<file path="src/rtl/inst_fetcher.sv">
// -----------------------------------------------------------------------------
// inst_fetcher
//
// Fetch stage of the out-of-order RISC-V core. Holds the architectural fetch
// PC, requests one instruction word at a time from the memory controller,
// queries the branch predictor combinationally with each returned word and
// steers the PC to the predicted target or PC+4. Fetched entries
// {pc, inst, predicted-jump} go into a circular instruction queue that the
// decoder drains through a valid/ready handshake. A ROB rollback flushes the
// queue and restarts fetch at the corrected PC.
//
// Optional feature (macro FETCHER_ICACHE_EN): a direct-mapped cache of
// ICACHE_LINES one-word lines (index pc[7:2], tag pc[31:8]). A hit in IDLE
// pushes the cached word straight into the queue, giving one fetch per cycle.
//
// Ports:
//   clk, rst            clock, synchronous active-high reset
//   rdy                 global enable; low freezes every register
//   mem_req_valid/addr  fetch request to the memory controller
//   mem_rsp_valid/inst  one-cycle response pulse with the instruction word
//   pred_pc/pred_inst   fetch presented to the branch predictor
//   pred_jump/offset    predictor verdict and sign-extended immediate
//   iq_out_*            queue head towards the decoder (valid/ready)
//   rollback/_pc        misprediction flush and restart PC
// -----------------------------------------------------------------------------
module inst_fetcher #(
  parameter int          IQ_DEPTH     = 16,
  parameter int          IQ_PTR_W     = 4,
  parameter logic [31:0] RESET_PC     = 32'h0,
  parameter int          ICACHE_LINES = 64
) (
  input  logic        clk,
  input  logic        rst,
  input  logic        rdy,
  output logic        mem_req_valid,
  output logic [31:0] mem_req_addr,
  input  logic        mem_rsp_valid,
  input  logic [31:0] mem_rsp_inst,
  output logic [31:0] pred_pc,
  output logic [31:0] pred_inst,
  input  logic        pred_jump,
  input  logic [31:0] pred_offset,
  output logic        iq_out_valid,
  input  logic        iq_out_ready,
  output logic [31:0] iq_out_pc,
  output logic [31:0] iq_out_inst,
  output logic        iq_out_pred_jump,
  input  logic        rollback,
  input  logic [31:0] rollback_pc
);

  typedef enum logic [1:0] {
    S_IDLE     = 2'd0,
    S_WAIT_MEM = 2'd1,
    S_DRAIN    = 2'd2
  } state_t;

  state_t r_state;
  state_t w_state_next;

  logic [31:0] r_pc;
  logic [31:0] w_pc_next;
  logic        r_req_valid;
  logic        w_req_valid_next;
  logic [31:0] r_req_addr;
  logic [31:0] w_req_addr_next;

  logic [31:0] r_iq_pc   [IQ_DEPTH];
  logic [31:0] r_iq_inst [IQ_DEPTH];
  logic        r_iq_jump [IQ_DEPTH];
  logic [IQ_PTR_W-1:0] r_head;
  logic [IQ_PTR_W-1:0] r_tail;
  logic [IQ_PTR_W:0]   r_count;

  logic        w_full;
  logic        w_push;
  logic        w_pop;
  logic [31:0] w_pc_pred;
  logic        w_ic_fetch;
  logic [31:0] w_ic_word;

  assign w_full       = (r_count == (IQ_PTR_W+1)'(IQ_DEPTH));
  assign iq_out_valid = (r_count != '0);

  // The predictor result is only meaningful while a fetch is being presented;
  // the sum wraps naturally modulo 2^32.
  assign w_pc_pred = pred_jump ? (r_pc + pred_offset) : (r_pc + 32'd4);

  // The predictor sees the current PC with either the memory word or, on a
  // cache hit, the cached word. Otherwise both buses idle at zero.
  assign pred_pc   = (mem_rsp_valid || w_ic_fetch) ? r_pc : 32'd0;
  assign pred_inst = mem_rsp_valid ? mem_rsp_inst :
                     (w_ic_fetch ? w_ic_word : 32'd0);

`ifdef FETCHER_ICACHE_EN
  logic [31:0]             r_ic_data [ICACHE_LINES];
  logic [23:0]             r_ic_tag  [ICACHE_LINES];
  logic [ICACHE_LINES-1:0] r_ic_valid;
  logic [5:0]              w_ic_idx;
  logic                    w_ic_hit;
  logic                    w_fill;

  assign w_ic_idx   = r_pc[7:2];
  assign w_ic_hit   = r_ic_valid[w_ic_idx] && (r_ic_tag[w_ic_idx] == r_pc[31:8]);
  assign w_ic_fetch = (r_state == S_IDLE) && !w_full && w_ic_hit;
  assign w_ic_word  = r_ic_data[w_ic_idx];

  // Only a response that is actually queued fills the line; words dropped by
  // a rollback or discarded in DRAIN never reach the cache.
  assign w_fill = rdy && !rollback && (r_state == S_WAIT_MEM) && mem_rsp_valid;

  // Valid bits survive rollbacks: the cached words stay correct memory
  // contents regardless of control-flow redirection.
  always_ff @(posedge clk) begin
    if (rst) begin
      r_ic_valid <= '0;
    end else if (w_fill) begin
      r_ic_valid[w_ic_idx] <= 1'b1;
    end
  end

  // Data and tag arrays need no reset; they are qualified by the valid bits.
  always_ff @(posedge clk) begin
    if (w_fill) begin
      r_ic_data[w_ic_idx] <= mem_rsp_inst;
      r_ic_tag[w_ic_idx]  <= r_pc[31:8];
    end
  end
`else
  logic [31:0] w_unused_icache_lines;

  assign w_unused_icache_lines = 32'(ICACHE_LINES);
  assign w_ic_fetch            = 1'b0;
  assign w_ic_word             = 32'd0;
`endif

  // FSM state and fetch-control registers. rdy only gates the update; the
  // next-state logic below already leaves everything unchanged when rdy=0.
  always_ff @(posedge clk) begin
    if (rst) begin
      r_state     <= S_IDLE;
      r_pc        <= RESET_PC;
      r_req_valid <= 1'b0;
      r_req_addr  <= 32'd0;
    end else begin
      r_state     <= w_state_next;
      r_pc        <= w_pc_next;
      r_req_valid <= w_req_valid_next;
      r_req_addr  <= w_req_addr_next;
    end
  end

  // Next-state logic. Rollback is checked first in every state. The request
  // is registered, so a response is always followed by one IDLE cycle before
  // the next request becomes visible.
  always_comb begin
    w_state_next     = r_state;
    w_pc_next        = r_pc;
    w_req_valid_next = r_req_valid;
    w_req_addr_next  = r_req_addr;
    w_push           = 1'b0;

    if (rdy) begin
      case (r_state)
        S_IDLE: begin
          if (rollback) begin
            w_pc_next        = rollback_pc;
            w_req_valid_next = 1'b0;
          end else if (w_ic_fetch) begin
            w_push    = 1'b1;
            w_pc_next = w_pc_pred;
          end else if (!w_full) begin
            w_req_valid_next = 1'b1;
            w_req_addr_next  = r_pc;
            w_state_next     = S_WAIT_MEM;
          end
        end

        S_WAIT_MEM: begin
          if (rollback) begin
            // A response arriving together with the rollback is simply
            // dropped; otherwise the in-flight word must still be absorbed.
            w_pc_next        = rollback_pc;
            w_req_valid_next = 1'b0;
            w_state_next     = mem_rsp_valid ? S_IDLE : S_DRAIN;
          end else if (mem_rsp_valid) begin
            w_push           = 1'b1;
            w_pc_next        = w_pc_pred;
            w_req_valid_next = 1'b0;
            w_state_next     = S_IDLE;
          end
        end

        S_DRAIN: begin
          w_req_valid_next = 1'b0;
          if (rollback) begin
            w_pc_next = rollback_pc;
          end
          if (mem_rsp_valid) begin
            w_state_next = S_IDLE;
          end
        end

        default: begin
          w_state_next     = S_IDLE;
          w_req_valid_next = 1'b0;
        end
      endcase
    end
  end

  assign mem_req_valid = r_req_valid;
  assign mem_req_addr  = r_req_addr;

  // Pops are suppressed during a rollback because the flush wins anyway.
  assign w_pop = rdy && !rollback && iq_out_valid && iq_out_ready;

  // Queue pointers and occupancy. Pointers are IQ_PTR_W bits wide, so they
  // wrap from IQ_DEPTH-1 to 0 on their own.
  always_ff @(posedge clk) begin
    if (rst) begin
      r_head  <= '0;
      r_tail  <= '0;
      r_count <= '0;
    end else if (rdy) begin
      if (rollback) begin
        r_head  <= '0;
        r_tail  <= '0;
        r_count <= '0;
      end else begin
        if (w_push) begin
          r_tail <= r_tail + 1'b1;
        end
        if (w_pop) begin
          r_head <= r_head + 1'b1;
        end
        case ({w_push, w_pop})
          2'b10:   r_count <= r_count + 1'b1;
          2'b01:   r_count <= r_count - 1'b1;
          default: r_count <= r_count;
        endcase
      end
    end
  end

  // Queue storage. Entries are only ever read under iq_out_valid, so they
  // need no reset.
  always_ff @(posedge clk) begin
    if (!rst && w_push) begin
      r_iq_pc[r_tail]   <= r_pc;
      r_iq_inst[r_tail] <= pred_inst;
      r_iq_jump[r_tail] <= pred_jump;
    end
  end

  assign iq_out_pc        = iq_out_valid ? r_iq_pc[r_head]   : 32'd0;
  assign iq_out_inst      = iq_out_valid ? r_iq_inst[r_head] : 32'd0;
  assign iq_out_pred_jump = iq_out_valid ? r_iq_jump[r_head] : 1'b0;

endmodule

</file>
<file path="config.mk">
export PLATFORM = sky130hd
export DESIGN_NAME = inst_fetcher
export DESIGN_NICKNAME = d
export VERILOG_FILES = /design/src/rtl/inst_fetcher.sv
export SDC_FILE = /design/constraint.sdc
export NUM_CORES = 1
export LEC_CHECK = 0
export ABC_AREA = 0
export BUFFER_PORTS_ARGS = -buffer_cell sky130_fd_sc_hd__buf_2
export CAP_MARGIN = 20
export CORE_ASPECT_RATIO = 1.4
export CORE_MARGIN = 10
export CORE_UTILIZATION = 55
export CTS_BUF_LIST = sky130_fd_sc_hd__clkbuf_2 sky130_fd_sc_hd__clkbuf_4 sky130_fd_sc_hd__clkbuf_8
export DETAILED_ROUTE_END_ITERATION = 8
export GPL_TIMING_DRIVEN = 0
export PLACE_DENSITY = 0.86
export SYNTH_ARGS = -nofsm -noshare
export SYNTH_HDL_FRONTEND = slang
export SYNTH_SLANG_ARGS = --single-unit
</file>
<file path="constraint.sdc">
create_clock -name clk -period 6.9 [get_ports clk]
set_clock_uncertainty 0.1 [all_clocks]
set_input_delay 1.38 -clock clk [delete_from_list [all_inputs] [get_ports clk]]
set_output_delay 1.38 -clock clk [all_outputs]
set_load 0.05 [all_outputs]
</file>
Word-level counts from Yosys, hierarchy flattened --
Memory sizes are Yosys's and may differ from the RTL's. A register that Yosys moved wholly into a read port is not among the register bits. Index checks and enable logic that the tools add are counted.
Storage, ports and cells: logic and storage cells 87, RAM bits 1040, register bits 80, input port bits 103, output and inout port bits 163, memories kept 3
Memories:
- r_iq_inst | words 16, bits a word 32, read ports 1, clocked after Yosys merged registers in 1, write ports 1, RTL line 69 | logic [31:0] r_iq_inst [IQ_DEPTH];
- r_iq_pc | words 16, bits a word 32, read ports 1, clocked after Yosys merged registers in 1, write ports 1, RTL line 68 | logic [31:0] r_iq_pc [IQ_DEPTH];
- r_iq_jump | words 16, bits a word 1, read ports 1, clocked after Yosys merged registers in 1, write ports 1, RTL line 70 | logic r_iq_jump [IQ_DEPTH];
Operators by class: equality and inequality tests 10, reduce and logical (&&, ||, !) cells 20, $add $sub $neg 6, bitwise logic cells 2, multiplexer cells 39
Operators with widths (count):
- two-way mux 32 bit | 8
- one-hot mux 32 bit (2 select lines) | 1
- two-way mux 4 bit | 10
- adder 32 x 3 -> 32 bit, second input constant | 1
- adder 32 bit | 1
- two-way mux 1 bit | 11
- two-way mux 2 bit | 5
- one-hot mux 5 bit (2 select lines) | 1
- adder 4 x 1 -> 4 bit, second input constant | 2
- AND reduction 4 bit | 2
- inequality test 3 bit, second input constant | 2
- one-hot mux 2 bit (3 select lines) | 1
- AND reduction 2 bit | 3
- AND reduction 3 bit | 2
- nonzero test 2 bit | 3
- adder 5 x 1 -> 5 bit, second input constant | 1
- equality test 5 bit, second input constant | 1
- two-way mux 5 bit | 1
- nonzero test 5 bit | 1
- subtractor 5 x 1 -> 5 bit, second input constant | 1
- equality test 2 x 1 -> 1 bit, second input constant | 2
- equality test 2 bit, second input constant | 2
- logical AND 1 bit | 4
- inequality test 2 bit, second input constant | 2
- 7 further kinds | 9

Longest topological paths before layout --
Gate-level depths: netlist (run 1).
depth after elaboration 8, mapped depth 14, mapped depth without buffers 14

Worst setup path after synthesis (run 1) --
OpenSTA, ideal clock, no wires.
path kind input to register, from input port mem_rsp_valid, to memory r_iq_inst[2][0] (enable), arrival 6.540 ns, setup time 0.568 ns, slack -0.308 ns, buffers on the path 0, data required time 6.232 ns, cell stages on the path 6, path through nand2_1 -> nor2_1 -> nand2_1 -> nor2_1 -> nand2_1 -> nor3_1
Between the ends: cells in the longest elaborated chain, start to end 7
Ends and longest elaborated chain:
- from (decl) | RTL line 37 | input logic mem_rsp_valid,
- two-way mux 1 bit | RTL line 186 | end else if (mem_rsp_valid) begin
- two-way mux 1 bit | RTL line 180 | if (rollback) begin
- two-way mux 1 bit
- two-way mux 1 bit | RTL line 163 | if (rdy) begin
- logical AND 1 bit | RTL line 249 | if (!rst && w_push) begin
- two-way mux 1 bit | RTL line 249
- two-way mux 1 bit (not written as such) | RTL line 251 | r_iq_inst[r_tail] <= pred_inst;
- to (decl) | RTL line 69
No other way between the ends.

==> metrics.md, run 1 <==
| Metric | Value |
|---|---|
| Number of synthesized flops with an enable pin | roughly 1000 |
| RSZ-0062 raised after global routing | no |
| Worst-path cell chain | clkbuf_1, clkbuf_1, clkbuf_1, mux4_2, mux4_2, and2_1, buf_2 |
| Vias in the first global route | roughly 28000 |
| Via density per instance | ~6.5 |
| Worst slew margin | about a fifth |
| Die ar. | 95500 um2 |
| Root Buffer | clkbuf_8 |
| Wire per inst | between 30 and 40 um |
| CP Depth | 7 |
| Placer congestion estimate | approximately 0.9 |
| Crit path max-delay family | buffers and inverters |
| DRC Markers | 0 |
| Synth-to-Final Area Change | 16.2% |
| Total grt overflow | 0 |
| Crit path top cell by count | clkbuf_1 |
| Synthesis-stage register bit count | about 1100 |
| Final Slew Violations | 0 |
| Clock Path Buffers | 3 |
| Gates resized, CTS repair | 0 |
| Critical path fanouts, max | 10 |
| CTS tree | yes |
| Initial DRT Pass Iterations | 6 |
| Placed cell count | roughly 3800 |
| Die height | ~360 um |
| Critical-path top delay cell | clkbuf_1 |
| Final Hold Vio Count | 0 |
| Post-synthesis sequential area ratio | a little under three quarters |
| Max cap viols | 0 |
| Sequential Area | 32900 um2 |
| Setup Viol. Count Final | 0 |
| Vias | about 27000 |
| Multi-input gate area in the final layout | 12400 um2 |
| Warnings from Yosys | 0 |
| Layout fillers | roughly 5300 |
| Largest net degree at the start of global routing | 26 |
| Rows | 125 |
| Final antenna-violating net count | 0 |
| Hold path cells | 2 |
| Clock Pin Slew Worst Setup and Hold Paths | roughly 0.07 ns |
| Fin worst setup slack | about 0.8 ns |
| Die width | 264 um |
| Hold WC Path Type | reg2reg |
| Initial antenna violation count | 5 |
| Part of the cycle the worst path needs | approximately 89% |
| IO buf count | 264 |
| Sinks on Clock Net | approximately 1100 |
| Core box area | 82900 um2 |
| Number of buffers created by CTS | around 160 |
| Post-Synthesis Mean Instance Area | around 19 um2 |
| Final non-filler cell total | slightly above 4000 |
| Clock Latency Late Sink | ~0.84 ns |
| Tot GR Track Use | around 27% |
| CP arrival | between 4 and 5 ns |
| Fin util | between 60% and 70% |
| CTS H-tree depth | 4 |
| Post-CTS Setup Inserts | 0 |
| Critical path endpoint category | primary output |
| Top-Level Pins | about 270 |
| Dpl hpwl | approximately 89000 um |
| Power density over the cells | between 200 and 300 nW/um2 |
| Least-Margin Pin Slew | between 1 and 1.5 ns |
| Minimum clock period | 6.12 ns |
| Critical Path Source Type | flop |
| Prevailing post-synth register cell | edfxtp_1 |
| First-pass GRT wire length | between 150000 and 200000 um |
| Initial detailed-routing violation count | between 3000 and 4000 |
| Layout cells sized above 1 | 32.1% |
| CTS Hold Buffers Added | 0 |
| Routed WL | between 100000 and 150000 um |
| Crit-path max cell delay | roughly 0.76 ns |
| Synthesized instance count | 2421 |
| Async S/R FF share, synth | 0% |
| Worst Reg2Reg Path Length in Cells | 9 |
| Initial core utilization | a little under three fifths |
| Netlist Area Pre-Place | between 40000 and 50000 um2 |
| Pre-CTS setup slack | between 1.5 and 2 ns |
| Status | completed |
| WS Path Type | reg2out |
| Library cells used by synthesis | 81 |
| Nets@finish | 3054 |
| Syn Nets | 2566 |
| Max IR drop VDD | approximately 0.19 mV |
| Lkg Pwr | approximately 0.017 uW |
| Max Fclk | ~0.16 GHz |
| Crit path required time | 5.42 ns |
| Buf+Inv Stages, Crit Path | 4 |
## stage by stage
| step | cell area [um2] | hold slack [ns] | setup TNS, ns | power [uW] |
|---|---|---|---|---|
| 2_1_floorplan | 45900 | 0.395 | 0 | 8060 |
| 3_3_place_gp | 48600 | 0.341 | -2079.96 | 8270 |
| 3_5_place_dp | 50000 | 0.347 | 0 | 8300 |
| 4_1_cts | 53200 | 0.360 | 0 | 13500 |
| 5_1_grt | 53300 | 0.375 | 0 | 13900 |
| 6_report | 53300 | 0.361 | 0 | 13500 |
## sequential cells by signal, indices dropped and copies added (netlist names), named ones only
| register | flops |
|---|---|
| r_iq_jump | 16 |
| r_iq_inst | 512 |
| r_state | 2 |
| r_pc | 32 |
| r_count | 5 |
| r_tail | 4 |
| r_head | 4 |
| mem_req_valid | 1 |
| mem_req_addr | 32 |
| r_iq_pc | 512 |
## worst reg2reg max path, stage by stage, from the launching register on
cell,delay [ns]
dfxtp_1,0.98
ha_1,0.45
a21oi_1,0.22
o21ai_0,0.21
a2111oi_0,1.03
nand4_1,0.51
a31oi_1,0.39
o21ai_0,0.17
xor2_1,0.19
a311o_1,0.36
## final timing paths
check | startpoint | end | slack [ns]
max | flop | iq_out_pc[2] | 0.78
min | mem_req_addr[11] | mem_req_addr[11] | 0.36
max reg2reg | r_pc[17] | r_pc[30] | 2.18
min reg2reg | mem_req_addr[11] | mem_req_addr[11] | 0.36
## placed cells by master (no fill, tap or decap), types with 26 or more instances in the layout
cell type     n
dfxtp_1      84
ha_1         40
edfxtp_1   1040
clkinv_1     39
mux4_2      325
buf_16       32
nor2_1       63
inv_1        29
clkbuf_4     41
clkbuf_1     90
nand2_1     147
buf_2       289
clkbuf_8    172
and2_1      133
o21ai_0      51
a21oi_1      98
clkinv_2     26
## area by class of cell
class	count	share of cell area, %
diodes	1	0.00470
plain buffers	131	1.04
clock buffers	213	5.02
clock inverters	80	1.03
inverters	29	0.204
multi-input cells	1137	23.3
flip-flops and latches	1124	61.8
well taps	1079	2.53
repair buffers	324	5.10
## metal layers
metal	share of wire, %	global-route usage (%)	up-vias
met5	0.033	0	-
met4	5.9	15.4	6
met3	9.6	6.17	440
met2	52	47.3	2023
met1	32	31.1	13630
li1	-	-	10838
## Yosys cell counts, types with 3 or more instances
cell type / n / area, um2
o2111ai_1: 4 / 35.0
a22oi_1: 4 / 30.0
mux4_2: 325 / 7320
o221ai_1: 9 / 78.8
nand2b_1: 10 / 62.6
o21a_1: 9 / 67.6
o211ai_1: 5 / 37.5
o21bai_1: 5 / 37.5
xnor2_1: 22 / 193
a31oi_1: 9 / 56.3
nor3_1: 21 / 105
buf_2: 25 / 125
nor2b_1: 4 / 25.0
inv_1: 29 / 109
a221oi_1: 3 / 26.3
ha_1: 40 / 500
nor2_1: 75 / 282
or2_2: 4 / 25.0
mux2_2: 3 / 33.8
buf_6: 3 / 33.8
nand4_1: 12 / 75.1
or3_1: 6 / 37.5
a21o_1: 14 / 105
and2_1: 133 / 832
edfxtp_1: 1040 / 31200
and3_1: 7 / 43.8
buf_1: 10 / 37.5
xor2_1: 21 / 184
a21oi_1: 98 / 490
nand3_1: 25 / 125
nand2_1: 147 / 552
nor3b_1: 3 / 22.5
a211oi_1: 10 / 75.1
clkbuf_1: 90 / 338
o21ai_1: 3 / 15.0
dfxtp_1: 84 / 1680
o21ai_0: 51 / 255
## cells by family (layout without fill, tap and decap cells)
family / Yosys count / after routing / share of synthesized area, %
AND/OR/NAND/NOR: 463 / 463 / 5.07
other: 0 / 1 / 0
AO/OA/AOI/OAI: 259 / 259 / 3.66
XOR/XNOR: 43 / 43 / 0.821
adder cells (fa/ha/maj): 42 / 42 / 1.18
flip-flops: 1124 / 1124 / 71.8
multiplexers: 330 / 330 / 16.1
buffers and inverters: 160 / 777 / 1.45
## power breakdown
part / switching [uW] / internal (uW) / leakage, uW
Sequential: 120 / 7480 / 0.00985
Combinational: 397 / 171 / 0.00567
Clock: 2500 / 2790 / 0.00170
Total: 3020 / 10400 / 0.0172
No activity file was read; power rests on OpenSTA's default activity.
==> inputs of run 2 (changes only) <==
Settings changed: PLACE_DENSITY 0.86 to 0.83.
Clock period 6.9 ns to 7.01 ns, I/O delays scaled along.
==> run 2 against run 1 <==
Die area stayed put. Sequential power is 2% lower. Non-clock buffer count is 3 higher. Critical path depth stayed put. Clock power is 3% lower. Flip-flop and latch count stayed put. First-iteration DRC count is 3.9% higher. Wire length is 3.8% lower. Cell area is 0.10% lower. Sequential share of layout area is 0.062 points higher. Critical path type unchanged. Critical endpoint is now iq_out_pc[25]. Largest cell class unchanged. Highest routed layer is now met4.
==> metrics.md, run 2 (synthesized netlist as in run 1, its figures left out) <==
| Metric | Value |
|---|---|
| Status | completed |
| Commonest non-fill, non-tap cell in the layout | edfxtp_1 |
| Via density per instance | 6.44 |
| Placer congestion estimate | 0.909 |
| Largest net degree at the start of global routing | 26 |
| Wire per inst | roughly 31 um |
| Post-CTS Setup Inserts | 0 |
| CTS tree | yes |
| Critical Path Source Type | flop |
| Max cap viols | 0 |
| Biggest regs | r_iq_inst x512, r_iq_pc x512 |
| Vias | roughly 27000 |
| Layout cells sized above 1 | roughly 32% |
| Minimum clock period | ~6.1 ns |
| Crit path required time | 5.51 ns |
| Least-Margin Pin Slew | around 1.1 ns |
| Sinks on Clock Net | 1124 |
| IO buf count | roughly 260 |
| Multi-input gate area in the final layout | roughly 12000 um2 |
| WS Path Type | reg2out |
| Rows | ~130 |
| Clock Pin Slew Worst Setup and Hold Paths | about 0.070 ns |
| Hold WC Path Type | reg2reg |
| Max Fclk | 0.164 GHz |
| Critical path fanouts, max | 10 |
| Final non-filler cell total | a little over 4000 |
| Final antenna-violating net count | 0 |
| Gates resized, CTS repair | 0 |
| Post-route cell area | 53200 um2 |
| Die width | about 260 um |
| Initial core utilization | 55.3% |
| Initial detailed-routing violation count | 3624 |
| Dpl hpwl | between 80000 and 90000 um |
| RSZ-0062 raised after global routing | no |
| Initial DRT Pass Iterations | 6 |
| Routed WL | approximately 130000 um |
| CP arrival | about 4.6 ns |
| Number of buffers created by CTS | 163 |
| Total grt overflow | 0 |
| Layout fillers | around 5300 |
| CTS Hold Buffers Added | 0 |
| Worst slew margin | between 20% and 30% |
| CTS H-tree depth | 4 |
| Setup Viol. Count Final | 0 |
| Dpl cell area | approximately 50000 um2 |
| Initial antenna violation count | 2 |
| Root Buffer | clkbuf_8 |
| Die ar. | approximately 96000 um2 |
| Final Slew Violations | 0 |
| DRC Markers | 0 |
| Worst hold margin | between 0.3 and 0.4 ns |
| Fin util | between 60 and 70% |
| Placed cell count | approximately 3800 |
| Part of the cycle the worst path needs | a little under 90% |
| Tot GR Track Use | 26.3% |
| Core box area | slightly above 80000 um2 |
| Most frequent cells in the layout | 1040 x edfxtp_1, 325 x mux4_2, 289 x buf_2, 171 x clkbuf_8, 147 x nand2_1 |
| Vias in the first global route | 27711 |
| Sequential Area | between 30000 and 40000 um2 |
| Power density over the cells | 247 nW/um2 |
| Die height | ~360 um |
| Final Hold Vio Count | 0 |
| Top-Level Pins | between 200 and 300 |
| Critical path endpoint category | primary output |
| First-pass GRT wire length | roughly 180000 um |
| Total power | approximately 13000 uW |
| Nets@finish | around 3000 |
| Lkg Pwr | between 0.015 and 0.02 uW |
| Synth-to-Final Area Change | 16.1% |
| Clock Path Buffers | 3 |
| Clock Latency Late Sink | 0.84 ns |
| Max IR drop VDD | roughly 0.21 mV |
==> run 2: cell types whose count changed in the layout (fill, tap and decap cells not counted), sizes merged <==
cell,before,now
clkinv,66,55
diode,1,2
clkinvlp,6,12
inv,30,32
bufinv,7,5
buf,364,367
==> run 2: metrics by stage <==
step,setup TNS [ns],setup WS [ns]
global placement,-2038.00,-2.17
CTS,0,0.905
finish,0,0.918
detailed placement,0,1.41
floorplan,0,1.52
global route,0,0.844
==> run 2: path summary, 6_finish.rpt <==
path | from | endpoint | slack, ns | cells after the start
worst min register to register | mem_req_addr[9] | mem_req_addr[9] | 0.36 | 2
worst max-delay path | flop | iq_out_pc[25] | 0.92 | 7
worst max register to register | r_pc[17] | r_pc[30] | 2.42 | 9
worst min-delay path | mem_req_addr[9] | mem_req_addr[9] | 0.36 | 2
==> run 2: final cells by class <==
cell class	count	share of cell area [%]
inverter	29	0.204
clock buffer	213	5.01
clock inverter	75	0.952
sequential	1124	61.8
tap	1079	2.54
timing repair buffer	327	5.09
multi-input combinational	1137	23.3
buffer	131	1.04
antenna	2	0.00940
==> run 2: report_power, final <==
group	total [uW]	leakage, uW	internal, uW	switching [uW]
Combinational	553	0.00568	168	386
Clock	5130	0.00165	2670	2460
Sequential	7480	0.00985	7370	115
==> run 2: metal layers <==
metal  up-vias  wire length, um  track usage [%]  part of all wire [%]
li1      10822                -                -                     -
met4         0             5270             11.6                   4.2
met5         -                0                0                     0
met1     13495            42300             30.7                    33
met3       341            12500             6.19                   9.9
met2      1851            66700             45.9                    53
==> run 2: worst max-delay path, cell delays in order, from the launching register on <==
cell and delay (ns):
dfxtp_1 0.33, clkbuf_1 0.52, clkbuf_1 0.70, clkbuf_1 0.75, mux4_2 0.47, mux4_2 0.48, and2_1 0.25, buf_2 0.25
